$ cat src/rtl/seg7_frame_reader.sv
// Reads six active-low 7-segment patterns (HEX5 first) back into 4-bit character
// codes, assembles the frame, classifies it and holds it until the consumer takes it.
module seg7_frame_reader #(
    parameter bit SEG_ACTIVE_LOW = 1'b1
) (
    input  logic        clk,
    input  logic        reset,
    input  logic [6:0]  seg_in,
    input  logic        seg_sof,
    input  logic        seg_valid,
    output logic        seg_ready,
    output logic        frame_valid,
    input  logic        frame_ready,
    output logic [23:0] chars,
    output logic        is_banana,
    output logic        is_bad,
    output logic        num_ok,
    output logic [6:0]  num,
    output logic        err,
    output logic        resync,
    output logic        drop
);

    typedef enum logic {
        COLLECT = 1'b0,
        HOLD    = 1'b1
    } state_t;

    localparam logic [3:0] CODE_A       = 4'd10;
    localparam logic [3:0] CODE_B       = 4'd11;
    localparam logic [3:0] CODE_D       = 4'd12;
    localparam logic [3:0] CODE_N       = 4'd13;
    localparam logic [3:0] CODE_BLANK   = 4'd14;
    localparam logic [3:0] CODE_ILLEGAL = 4'd15;

    state_t      state_q, state_d;
    logic [2:0]  idx_q, idx_d;
    logic [19:0] buf_q, buf_d;      // HEX5..HEX1 of the frame being collected
    logic [23:0] chars_q, chars_d;
    logic        is_banana_q, is_banana_d;
    logic        is_bad_q, is_bad_d;
    logic        num_ok_q, num_ok_d;
    logic [6:0]  num_q, num_d;
    logic        err_q, err_d;
    logic        resync_q, resync_d;
    logic        drop_q, drop_d;

    logic [6:0]  seg_norm;
    logic [3:0]  seg_code;
    logic [23:0] frame_full;
    logic [5:0]  nib_illegal;
    logic        accept;

    // Exact-match decode; patterns are in active-low form, bit6=g .. bit0=a.
    function automatic logic [3:0] decode_seg(input logic [6:0] p);
        logic [3:0] code;
        case (p)
            7'b1000000: code = 4'd0;
            7'b1111001: code = 4'd1;
            7'b0100100: code = 4'd2;
            7'b0110000: code = 4'd3;
            7'b0011001: code = 4'd4;
            7'b0010010: code = 4'd5;
            7'b0000010: code = 4'd6;
            7'b1111000: code = 4'd7;
            7'b0000000: code = 4'd8;
            7'b0010000: code = 4'd9;
            7'b0001000: code = CODE_A;
            7'b0000011: code = CODE_B;
            7'b0100001: code = CODE_D;
            7'b0101011: code = CODE_N;
            7'b1111111: code = CODE_BLANK;
            default:    code = CODE_ILLEGAL;
        endcase
        return code;
    endfunction

    assign seg_norm   = SEG_ACTIVE_LOW ? seg_in : ~seg_in;
    assign seg_code   = decode_seg(seg_norm);
    assign frame_full = {buf_q, seg_code};
    assign accept     = seg_valid & seg_ready;

    generate
        for (genvar gi = 0; gi < 6; gi++) begin : g_nib
            assign nib_illegal[gi] = (frame_full[gi*4 +: 4] == CODE_ILLEGAL);
        end
    endgenerate

    always_comb begin
        state_d     = state_q;
        idx_d       = idx_q;
        buf_d       = buf_q;
        chars_d     = chars_q;
        is_banana_d = is_banana_q;
        is_bad_d    = is_bad_q;
        num_ok_d    = num_ok_q;
        num_d       = num_q;
        err_d       = err_q;
        resync_d    = 1'b0;
        drop_d      = 1'b0;

        case (state_q)
            COLLECT: begin
                if (accept) begin
                    if (seg_sof) begin
                        // A start-of-frame always restarts; any partial frame is dropped.
                        buf_d    = {seg_code, 16'h0000};
                        idx_d    = 3'd1;
                        resync_d = (idx_q != 3'd0);
                    end else if (idx_q == 3'd0) begin
                        drop_d = 1'b1;
                    end else if (idx_q == 3'd5) begin
                        state_d     = HOLD;
                        idx_d       = 3'd0;
                        chars_d     = frame_full;
                        is_banana_d = (frame_full == {CODE_B, CODE_A, CODE_N, CODE_A, CODE_N, CODE_A});
                        is_bad_d    = (frame_full[23:8] == {CODE_B, CODE_A, CODE_D, CODE_BLANK});
                        num_ok_d    = (frame_full[7:4] <= 4'd9) && (frame_full[3:0] <= 4'd9);
                        num_d       = num_ok_d ? (7'(frame_full[7:4]) * 7'd10 + 7'(frame_full[3:0]))
                                               : 7'd0;
                        err_d       = |nib_illegal;
                    end else begin
                        buf_d[4*(3'd4 - idx_q) +: 4] = seg_code;
                        idx_d = idx_q + 3'd1;
                    end
                end
            end
            HOLD: begin
                if (frame_ready) begin
                    state_d = COLLECT;
                    idx_d   = 3'd0;
                end
            end
            default: begin
                state_d = COLLECT;
                idx_d   = 3'd0;
            end
        endcase
    end

    always_ff @(posedge clk or posedge reset) begin
        if (reset) begin
            state_q     <= COLLECT;
            idx_q       <= 3'd0;
            buf_q       <= '0;
            chars_q     <= '0;
            is_banana_q <= 1'b0;
            is_bad_q    <= 1'b0;
            num_ok_q    <= 1'b0;
            num_q       <= '0;
            err_q       <= 1'b0;
            resync_q    <= 1'b0;
            drop_q      <= 1'b0;
        end else begin
            state_q     <= state_d;
            idx_q       <= idx_d;
            buf_q       <= buf_d;
            chars_q     <= chars_d;
            is_banana_q <= is_banana_d;
            is_bad_q    <= is_bad_d;
            num_ok_q    <= num_ok_d;
            num_q       <= num_d;
            err_q       <= err_d;
            resync_q    <= resync_d;
            drop_q      <= drop_d;
        end
    end

    assign seg_ready   = (state_q == COLLECT);
    assign frame_valid = (state_q == HOLD);
    assign chars       = chars_q;
    assign is_banana   = is_banana_q;
    assign is_bad      = is_bad_q;
    assign num_ok      = num_ok_q;
    assign num         = num_q;
    assign err         = err_q;
    assign resync      = resync_q;
    assign drop        = drop_q;

endmodule

$ cat config.mk
export PLATFORM = sky130hd
export DESIGN_NAME = seg7_frame_reader
export DESIGN_NICKNAME = d
export VERILOG_FILES = /design/src/rtl/seg7_frame_reader.sv
export SDC_FILE = /design/constraint.sdc
export NUM_CORES = 1
export LEC_CHECK = 0
export ABC_CLOCK_PERIOD_IN_PS = 9000
export CORE_MARGIN = 5
export CORE_UTILIZATION = 39
export CTS_BUF_LIST = sky130_fd_sc_hd__clkbuf_4 sky130_fd_sc_hd__clkbuf_8 sky130_fd_sc_hd__clkbuf_16
export DETAILED_ROUTE_END_ITERATION = 6
export HOLD_SLACK_MARGIN = 0.1
export SETUP_SLACK_MARGIN = 0.15
export SLEW_MARGIN = 20
export SYNTH_ARGS = -nofsm -noshare
export SYNTH_HDL_FRONTEND = slang
export SYNTH_SLANG_ARGS = --single-unit
$ cat constraint.sdc
create_clock -name clk -period 9 [get_ports clk]
set_input_delay 2.25 -clock clk [delete_from_list [all_inputs] [get_ports clk]]
set_output_delay 2.25 -clock clk [all_outputs]
set_load 0.03 [all_outputs]
==> run_results.csv <==
group,metric,value,unit
timing,rsz0062_at_grt,"no",
global_route,grt_pass1_vias,3092,
status,status,"finished clean",
yosys,synth_fp_nets,428,
die,dieArea,11310,µm²
clock_tree,cts_sinks,61,
timing,timing.final.crit_period,5427,ps
route,routedWlPerCell,16.71,µm
die,rows,35,
power,max-vdd-ir-drop,0.0001501,V
setup_path,slowest_delay,660,ps
setup_path,slowest_stage,"clkdlybuf4s50_1",
global_route,grtUsageTotal,0.1769,
route,vias_per_cell,5.674,
power,p_leak,0.001909,µW
layout,finalInstanceArea,4400,µm²
global_route,grt_overflow_total,0,
yosys,avgSynthCellArea,9.075,µm²
global_route,grt_antenna_before_repair,0,
die,boundaryPins,51,
setup_path,worstPathCellList,"clkdlybuf4s50_1, or3_1, a2111oi_0, nand2b_2, or2b_4, inv_4, nand3_2, nand2_1, ha_1, inv_1, fa_1, nor2b_1, o21ai_0, xor2_1, nand4_1, o211ai_1",
layout,layout-drive-gt1-share,0.08000,
route,vias,3183,
setup_path,cp_data_required_time,9250,ps
clock_tree,root_buffer,"clkbuf_8",
timing,skew,8.813,ps
yosys,yosysUniqueCellTypes,61,
clock_tree,h-tree-depth,3,
global_route,grt_max_degree,62,
timing,finalHoldViolCount,0,
layout,final_core_util,0.4808,
setup_path,arrival,5680,ps
placed_design,gp_congestion,0.8223,
route,finalWirelength,9372,µm
layout,final_common_cell,"nand2_1",
clock_tree,cts_setup_buffers,0,
layout,final_nets,474,
yosys,syn_inst,399,
clock_tree,clkSlewWorstSetupHoldPaths,70,ps
die,floorplan.initialDensity,0.3956,
setup_path,reg2reg_slack,5460,ps
global_route,grt_pass1_wl,16080,µm
yosys,synth_edf_count,0,
yosys,yosysSeqAreaShare,0.4216,
yosys,ys_warn_count,0,
clock_tree,insertion_delay,340,ps
worst_hold_path,min-delay-path-class,"flip-flop to flip-flop",
job,maxCapViolations,0,
setup_path,end_kind,"flip-flop",
route,drc,0,
die,die-height,106.4,µm
yosys,synth-seq-cells,61,
timing,worstMarginPinSlew,810.9,ps
placed_design,post_dp_cell_area,4200,µm²
route,final_antenna_net_count,0,
yosys,synth_area,3621,µm²
clock_tree,cts_buffer_depth,2,
timing,setup_viol,0,
route,dr.pass1.iters,4,
setup_path,worstSetupPathType,"input pin to flip-flop",
layout,area_delta_synth_final,21.53,%
clock_tree,cts_made_buffers,9,
timing,final.setup.tns,0,ps
placed_design,dpl.hpwl,6971,µm
clock_tree,cts_tree,"built",
setup_path,crit_path_max_fanout,15,
yosys,synth-async-reset-ratio,1.000,
setup_path,start_kind,"input pin",
route,drt_iter0_markers,147,
layout,diodes,0,
layout,final_cell_mix,"nand2_1 (81), dfrtp_1 (61), clkdlybuf4s50_1 (50), nand4_1 (22), o21ai_0 (21)",
placed_design,portBuffers,50,
timing,timing.final.crit_share,0.6030,
timing,fmax,184.3,MHz
clock_tree,cts-hold-fix-buffers,0,
die,core_area,9153,µm²
timing,drv_slew,0,
timing,slew_headroom,0.4583,
yosys,synthFlopType,"dfrtp_1",
die,die_x,106.4,µm
clock_tree,cts_resized,0,
power,p_per_area,211.7,nW/µm²
layout make-up:
class / count / area [µm²]
clock inverter: 4 / 47.55
clock buffer: 12 / 152.6
multi-input combinational: 301 / 1936
timing repair buffer: 53 / 523.0
sequential: 61 / 1526
tap: 111 / 138.9
inverter: 19 / 76.32
fill: 894 / 4752
worst max-delay path, delay by kind of cell:
kind	cells	cell delay (ps)
and+or+nand+nor	7	1230
buffers and inverters	3	810
AOI/OAI and AO/OA	3	760
adders and majority gates	2	410
xor gates and xnor gates	1	220
worst paths after layout:
path                        endpoint      start  cells past startpoint
max reg2reg                buf_q[19]   idx_q[0]                     12
min reg2reg                chars[12]  chars[12]                      2
max                           num[5]  seg_in[0]                     16
max in group asynchronous     num[5]      reset                      3
min in group asynchronous  chars[13]      reset                      3
min                        chars[12]  chars[12]                      2
state kept, by name, summed over array words and instances (netlist names):
| name | flops |
|---|---|
| buf_q | 20 |
| chars | 24 |
| is_banana | 1 |
| num_ok | 1 |
| idx_q | 3 |
| frame_valid | 1 |
| err | 1 |
| resync | 1 |
| is_bad | 1 |
| num | 7 |
| drop | 1 |
per-stage QoR:
step | total power (µW) | instances | setup slack [ps] | hold slack, ps
global placement | 680.9 | 545 | 3399 | 460.0
global route | 996.3 | 561 | 3208 | 491.1
finish | 931.7 | 561 | 3573 | 475.1
CTS | 936.1 | 561 | 3638 | 477.6
floorplan | 586.3 | 399 | 4281 | 447.0
detailed placement | 687.3 | 545 | 3289 | 461.9
synth_stat cells, types with 2 or more instances:
cell,count,share of area
mux2_2,2,0.0062
inv_1,17,0.018
nand4b_1,2,0.0048
a31oi_1,3,0.0052
dfrtp_1,61,0.42
nand2b_1,5,0.0086
ha_1,15,0.052
nor2b_1,4,0.0069
o21ai_0,21,0.029
nand4_1,22,0.038
fa_1,2,0.011
and2_1,2,0.0035
o22ai_1,4,0.0069
nor2_1,18,0.019
a22o_1,4,0.0097
a21oi_1,6,0.0083
and4bb_2,2,0.0069
and3_1,3,0.0052
o211ai_1,12,0.025
clkbuf_1,11,0.011
nand3_1,13,0.018
nor3_1,7,0.0097
nor4b_1,5,0.012
a211oi_1,9,0.019
nor3b_1,4,0.0083
a221o_1,3,0.0083
or4_1,2,0.0041
o311ai_0,8,0.019
xor2_1,7,0.017
or3_1,2,0.0035
mux2i_1,2,0.0055
nand2_1,81,0.084
buf_2,6,0.0083
nor4_1,5,0.0086
a41oi_1,2,0.0048
inv_4,2,0.0035
power by group:
group          switching, µW  leakage (µW)  total, µW  internal (µW)
clock network            108      0.000103        249            141
registers               34.5      0.000824        343            308
logic                    216      0.000981        340            124
total                    358       0.00191        932            573
cell families after synthesis:
group / synth area share
AOI/OAI and AO/OA: 0.1693
DFF: 0.4216
adders and majority gates: 0.06289
buffers and inverters: 0.04388
muxes: 0.01175
xor gates and xnor gates: 0.01935
and+or+nand+nor: 0.2712
routing by layer:
metal | vias to the layer above | GRT usage | routed length [µm]
li1 | 1569 | - | -
met1 | 1524 | 0.2480 | 4381
met2 | 82 | 0.2765 | 4380
met3 | 8 | 0.02064 | 508
met4 | 0 | 0.07401 | 101
met5 | - | 0 | 0
Note: power is estimated with default switching activity, not from simulation.
==> RTL change 1, RTL diff (same settings) <==
`SEG_ACTIVE_LOW`: 1'b1 -> 1'b0.
--- a/src/rtl/seg7_frame_reader.sv
+++ b/src/rtl/seg7_frame_reader.sv
@@ -3,3 +3,3 @@
 module seg7_frame_reader #(
-    parameter bit SEG_ACTIVE_LOW = 1'b1
+    parameter bit SEG_ACTIVE_LOW = 1'b0
 ) (
Behaviour: same outputs for any inputs over 4 cycles, from zero or initial values and one cycle with reset high; that may be too few to reach the edited logic, so the function may still have changed.
==> RTL change 1 against the original RTL <==
  * Total power up 26%
  * Synthesized cell count down 7.5%
  * Sequential cell count unchanged
  * Sequential share of layout area up 1.5 points
  * Cell count down 5.9%
  * Synthesized area down 5.5%
  * Largest power group is now combinational logic
  * Wire length down 12%
  * Final area down 4.0%
  * Global-route usage down 2.0 points
  * Worst setup slack better by 0.20 ns
==> RTL change 1: results (changes against the original RTL) <==
status: "completed"
post_cts_resized: 0  # unchanged
htreeDepth: 3  # unchanged
diodes: 0  # unchanged
synth_flop_cell: "dfrtp_1"
synth_nets: 398  # -7.0%
cts-buffers-inserted: 9  # unchanged
largest_reg_flops: 24  # unchanged
crit_path_end: "num[5]"
grtUsageTotal_pct: 15.7  # -2.0 points
r2r_slack_ns: 5.84  # +0.38 ns
grt_pass1_wl_um: 14100  # -12%
cts_setup_buffers: 0  # unchanged
finClkSkew_ns: 0.00986  # +0.00105 ns
firstDrtPassIters: 4  # unchanged
vias: 2824  # -11%
path_delay_family: "compound AO/OA/AOI/OAI gates"
fin_cells: 528  # -5.9%
tightest_slew_ns: 0.790  # -0.0213 ns
cp.arrival_ns: 5.46  # -0.22 ns
antenna_found_initial: 0  # unchanged
grt_max_degree: 62  # unchanged
routedWlPerCell_um: 15.6  # -6.6%
clock_latency_ns: 0.34  # about the same
worstRegToRegCells: 9  # -3
path_clk_slew_ns: 0.08
ir_drop_mv: 0.0884  # -41%
yosysSeqAreaShare_pct: 44.6  # +2.4 points
fillers: 848  # -5.1%
drtIter0Drc: 130  # -12%
syn_area_per_cell_um2: 9.28  # +2.2%
final_nets: 444  # -6.3%
cpPeakStageDelay_ns: 0.68  # +0.02 ns
r2r-start: "idx_q[0]"
synth.area.top_cells: "dfrtp_1 45%, nand2_1 7.8%, ha_1 5.5%"
cts-root-buf: "clkbuf_8"
gp_congestion: 0.833  # +1.3%
async_flop_share_pct: 100  # unchanged
crit_type: "in2reg"
timing.rr.end: "is_banana"
hold_path_class: "reg2reg"
drive_gt1_share_pct: 7.86  # -0.14 points
pre_cts_ws_ns: 3.42  # +0.132 ns
min_period_over_period_pct: 58.1  # -2.2 points
synth.ff_latch_count: 61  # unchanged
synthTopCellsByCount: "71 x nand2_1, 61 x dfrtp_1, 24 x inv_1"
p_leak_nw: 1.87  # -1.9%
dp_hpwl_um: 5870  # -16%
place_inst: 512  # -6.1%
numPortBuffers: 50  # unchanged
clockBufferDepth: 2  # unchanged
startpoint: "seg_in[3]"
cp_slowest_cell: "clkdlybuf4s50_1"
yosysUniqueCellTypes: 64  # +4.9%
worstPathMaxFanout: 15  # unchanged
## RTL change 1: logic make-up after synthesis
family	after synthesis	synth area share (%)
flip-flops	61	44.6
buffers and inverters	41	4.90
AO/OA/AOI/OAI	82	17.4
XOR/XNOR	10	2.56
multiplexers	1	0.329
adder cells (fa/ha/maj)	17	6.65
AND/OR/NAND/NOR	157	23.6
## RTL change 1: final cells by class
type	count	area [um2]	share of cell area (%)
Clock buffer	10	138	3.26
Timing Repair Buffer	52	515	12.2
Tap cell	108	135	3.20
Inverter	24	90.1	2.13
Sequential cell	61	1530	36.1
Clock inverter	6	86.3	2.04
Multi-Input combinational cell	267	1730	41.0
## RTL change 1: power by group
group	leakage [nW]	total (mW)	internal, mW	switching (mW)
logic	0.938	0.484	0.196	0.288
registers	0.823	0.417	0.349	0.0682
clock network	0.112	0.275	0.163	0.112
## RTL change 1: routing by layer
layer | up-vias | global-route usage [%] | wire length [um]
met4 | 0 | 4.07 | 104
met3 | 9 | 4.60 | 352
met1 | 1354 | 22.0 | 3850
li1 | 1400 | - | -
met5 | - | 0 | 0
met2 | 61 | 23.8 | 3930
## RTL change 1: worst min-delay path by stage
stage / from / endpoint / slack, ns / depth (start not counted)
6_report: chars[14] / chars[14] / 0.47 / 2
5_1_grt: chars[15] / chars[15] / 0.51 / 2
4_1_cts: chars[22] / chars[22] / 0.48 / 2
3_5_place_dp: chars[14] / chars[14] / 0.47 / 2
3_3_place_gp: chars[4] / chars[4] / 0.46 / 2
2_1_floorplan: buf_q[19] / chars[23] / 0.48 / 2
## RTL change 1: worst reg2reg max path, stage by stage, from the launching register on
cell     delay, ns
dfrtp_1       0.55
inv_1         0.17
ha_1          0.29
ha_1          0.30
nor4b_4       0.44
nand3_2       0.10
buf_4         0.28
nor4_1        0.66
nand3_1       0.15
o21ai_1       0.14
## RTL change 1: per-stage QoR
stage	power (mW)	hold slack, ns	cell area [um2]
2_1_floorplan	0.744	0.482	3420
3_3_place_gp	0.899	0.458	4000
3_5_place_dp	0.908	0.466	4000
4_1_cts	1.18	0.483	4220
5_1_grt	1.26	0.507	4220
6_report	1.18	0.474	4220
==> RTL change 2, RTL diff (config.mk and constraints unchanged) <==
Without the edit above. Reset style: synchronous (`reset`), changed in one clocked block.
--- a/src/rtl/seg7_frame_reader.sv
+++ b/src/rtl/seg7_frame_reader.sv
@@ -140,3 +140,3 @@
 
-    always_ff @(posedge clk or posedge reset) begin
+    always_ff @(posedge clk) begin
         if (reset) begin
Check against the original RTL: differs if reset is asserted again (counterexample within 4 cycles, from zero or initial values and one cycle with reset high); with reset held inactive, the same outputs for 4 cycles.
==> RTL change 2 against the original RTL <==
  * Maximum frequency hardly changed
  * Utilization rose by 1.1 points
  * Sequential share of layout area is 4.8 points lower
  * Final area is 7.3% lower
  * Worst setup slack better by 0.0014 ns
  * Global-route usage is 0.27 points lower
  * Wire length fell by 6.6%
  * Synthesized area is 7.7% lower
  * Synthesized cell count grew 3.5%
  * Sequential cell count is the same
  * Critical path type unchanged
  * Critical endpoint is now num[5]
Power is not compared: it rests on default switching activity, and its combinational part moved more than twofold at a synthesized area within 25%.
==> RTL change 2: results (changes against the original RTL) <==
yosysUniqueCellTypes: 65  # +6.6%
status: "completed"
final_nets: 483  # +1.9%
min_from: "num[2]"
synth.area.mux_share_pct: 0.300  # -0.88 points
synth_compound_area_share_pct: 23.5  # +6.6 points
cp.arrival_ns: 5.69  # about the same
synthTopCellsByCount: "69 x nand2_1, 61 x dfxtp_1, 45 x a21oi_1"
async_flop_share_pct: 0  # -100 points
grt_pass1_wl_um: 14300  # -11%
synth_nets: 442  # +3.3%
dp_hpwl_um: 6280  # -9.9%
fillers: 854  # -4.5%
timing.rr.end: "buf_q[13]"
drive_gt1_share_pct: 7.21  # -0.79 points
drtIter0Drc: 268  # +82%
worstPathMaxFanout: 17  # +2
synth.area.top_cells: "dfxtp_1 37%, nand2_1 7.8%, a21oi_1 6.7%"
yosysSeqAreaShare_pct: 36.6  # -5.6 points
firstDrtPassIters: 6  # +2
worstRegToRegCells: 10  # -2
r2r-start: "idx_q[0]"
r2r_slack_ns: 5.65  # +0.19 ns
placement.cell_area_um2: 3890  # -7.3%
tightest_slew_ns: 0.652  # -0.159 ns
startpoint: "seg_in[3]"
grtUsageTotal_pct: 17.4  # -0.27 points
cpPeakStageDelay_ns: 0.71  # +0.05 ns
routedWlPerCell_um: 15.5  # -6.9%
gp_congestion: 0.865  # +5.1%
synth_xor_area_share_pct: 2.10  # +0.16 points
grt_pass1_vias: 2828  # -8.5%
[RTL change 2: final cells by class]
type | count | area [um2] | share of cell area (%)
multi-input cells | 305 | 1930 | 47.2
flip-flops and latches | 61 | 1220 | 29.9
repair buffers | 54 | 531 | 13.0
clock buffers | 12 | 165 | 4.05
well taps | 105 | 131 | 3.22
inverters | 23 | 86.3 | 2.12
clock inverters | 3 | 20.0 | 0.491
[RTL change 2: power by group]
group	internal, mW	switching [mW]	leakage (nW)
logic	0.0202	0.0370	0.763
registers	0.273	0.00282	0.492
clock network	0.120	0.106	0.0905
total	0.413	0.146	1.35
[RTL change 2: how the worst min path moves through the flow]
stage	to	depth (start not counted)	slack [ns]
global route	num[2]	2	0.47
global placement	chars[8]	2	0.44
floorplan	chars[23]	2	0.44
CTS	num[2]	2	0.45
finish	num[2]	2	0.45
detailed placement	num[2]	2	0.44
[RTL change 2: through the flow]
stage / std cells / total power, mW / hold WS, ns
final: 563 / 0.560 / 0.450
after global routing: 563 / 0.586 / 0.468
after CTS: 563 / 0.566 / 0.453
after detailed placement: 548 / 0.338 / 0.443
after global placement: 548 / 0.338 / 0.441
after floorplan: 413 / 0.322 / 0.442
[RTL change 2: critical path, delay by kind of cell]
| kind | cells | cell delay, ns |
|---|---|---|
| adders and majority gates | 2 | 0.56 |
| buffers and inverters | 2 | 0.76 |
| and+or+nand+nor | 5 | 1.40 |
| AOI/OAI and AO/OA | 4 | 0.57 |
| xor gates and xnor gates | 1 | 0.14 |
[RTL change 2: layer usage]
layer	global-route usage [%]	wire length, um	vias up
met5	0	0	-
met4	6.86	194	0
met3	4.87	503	20
met2	26.0	3970	93
met1	23.9	4080	1441
li1	-	-	1580
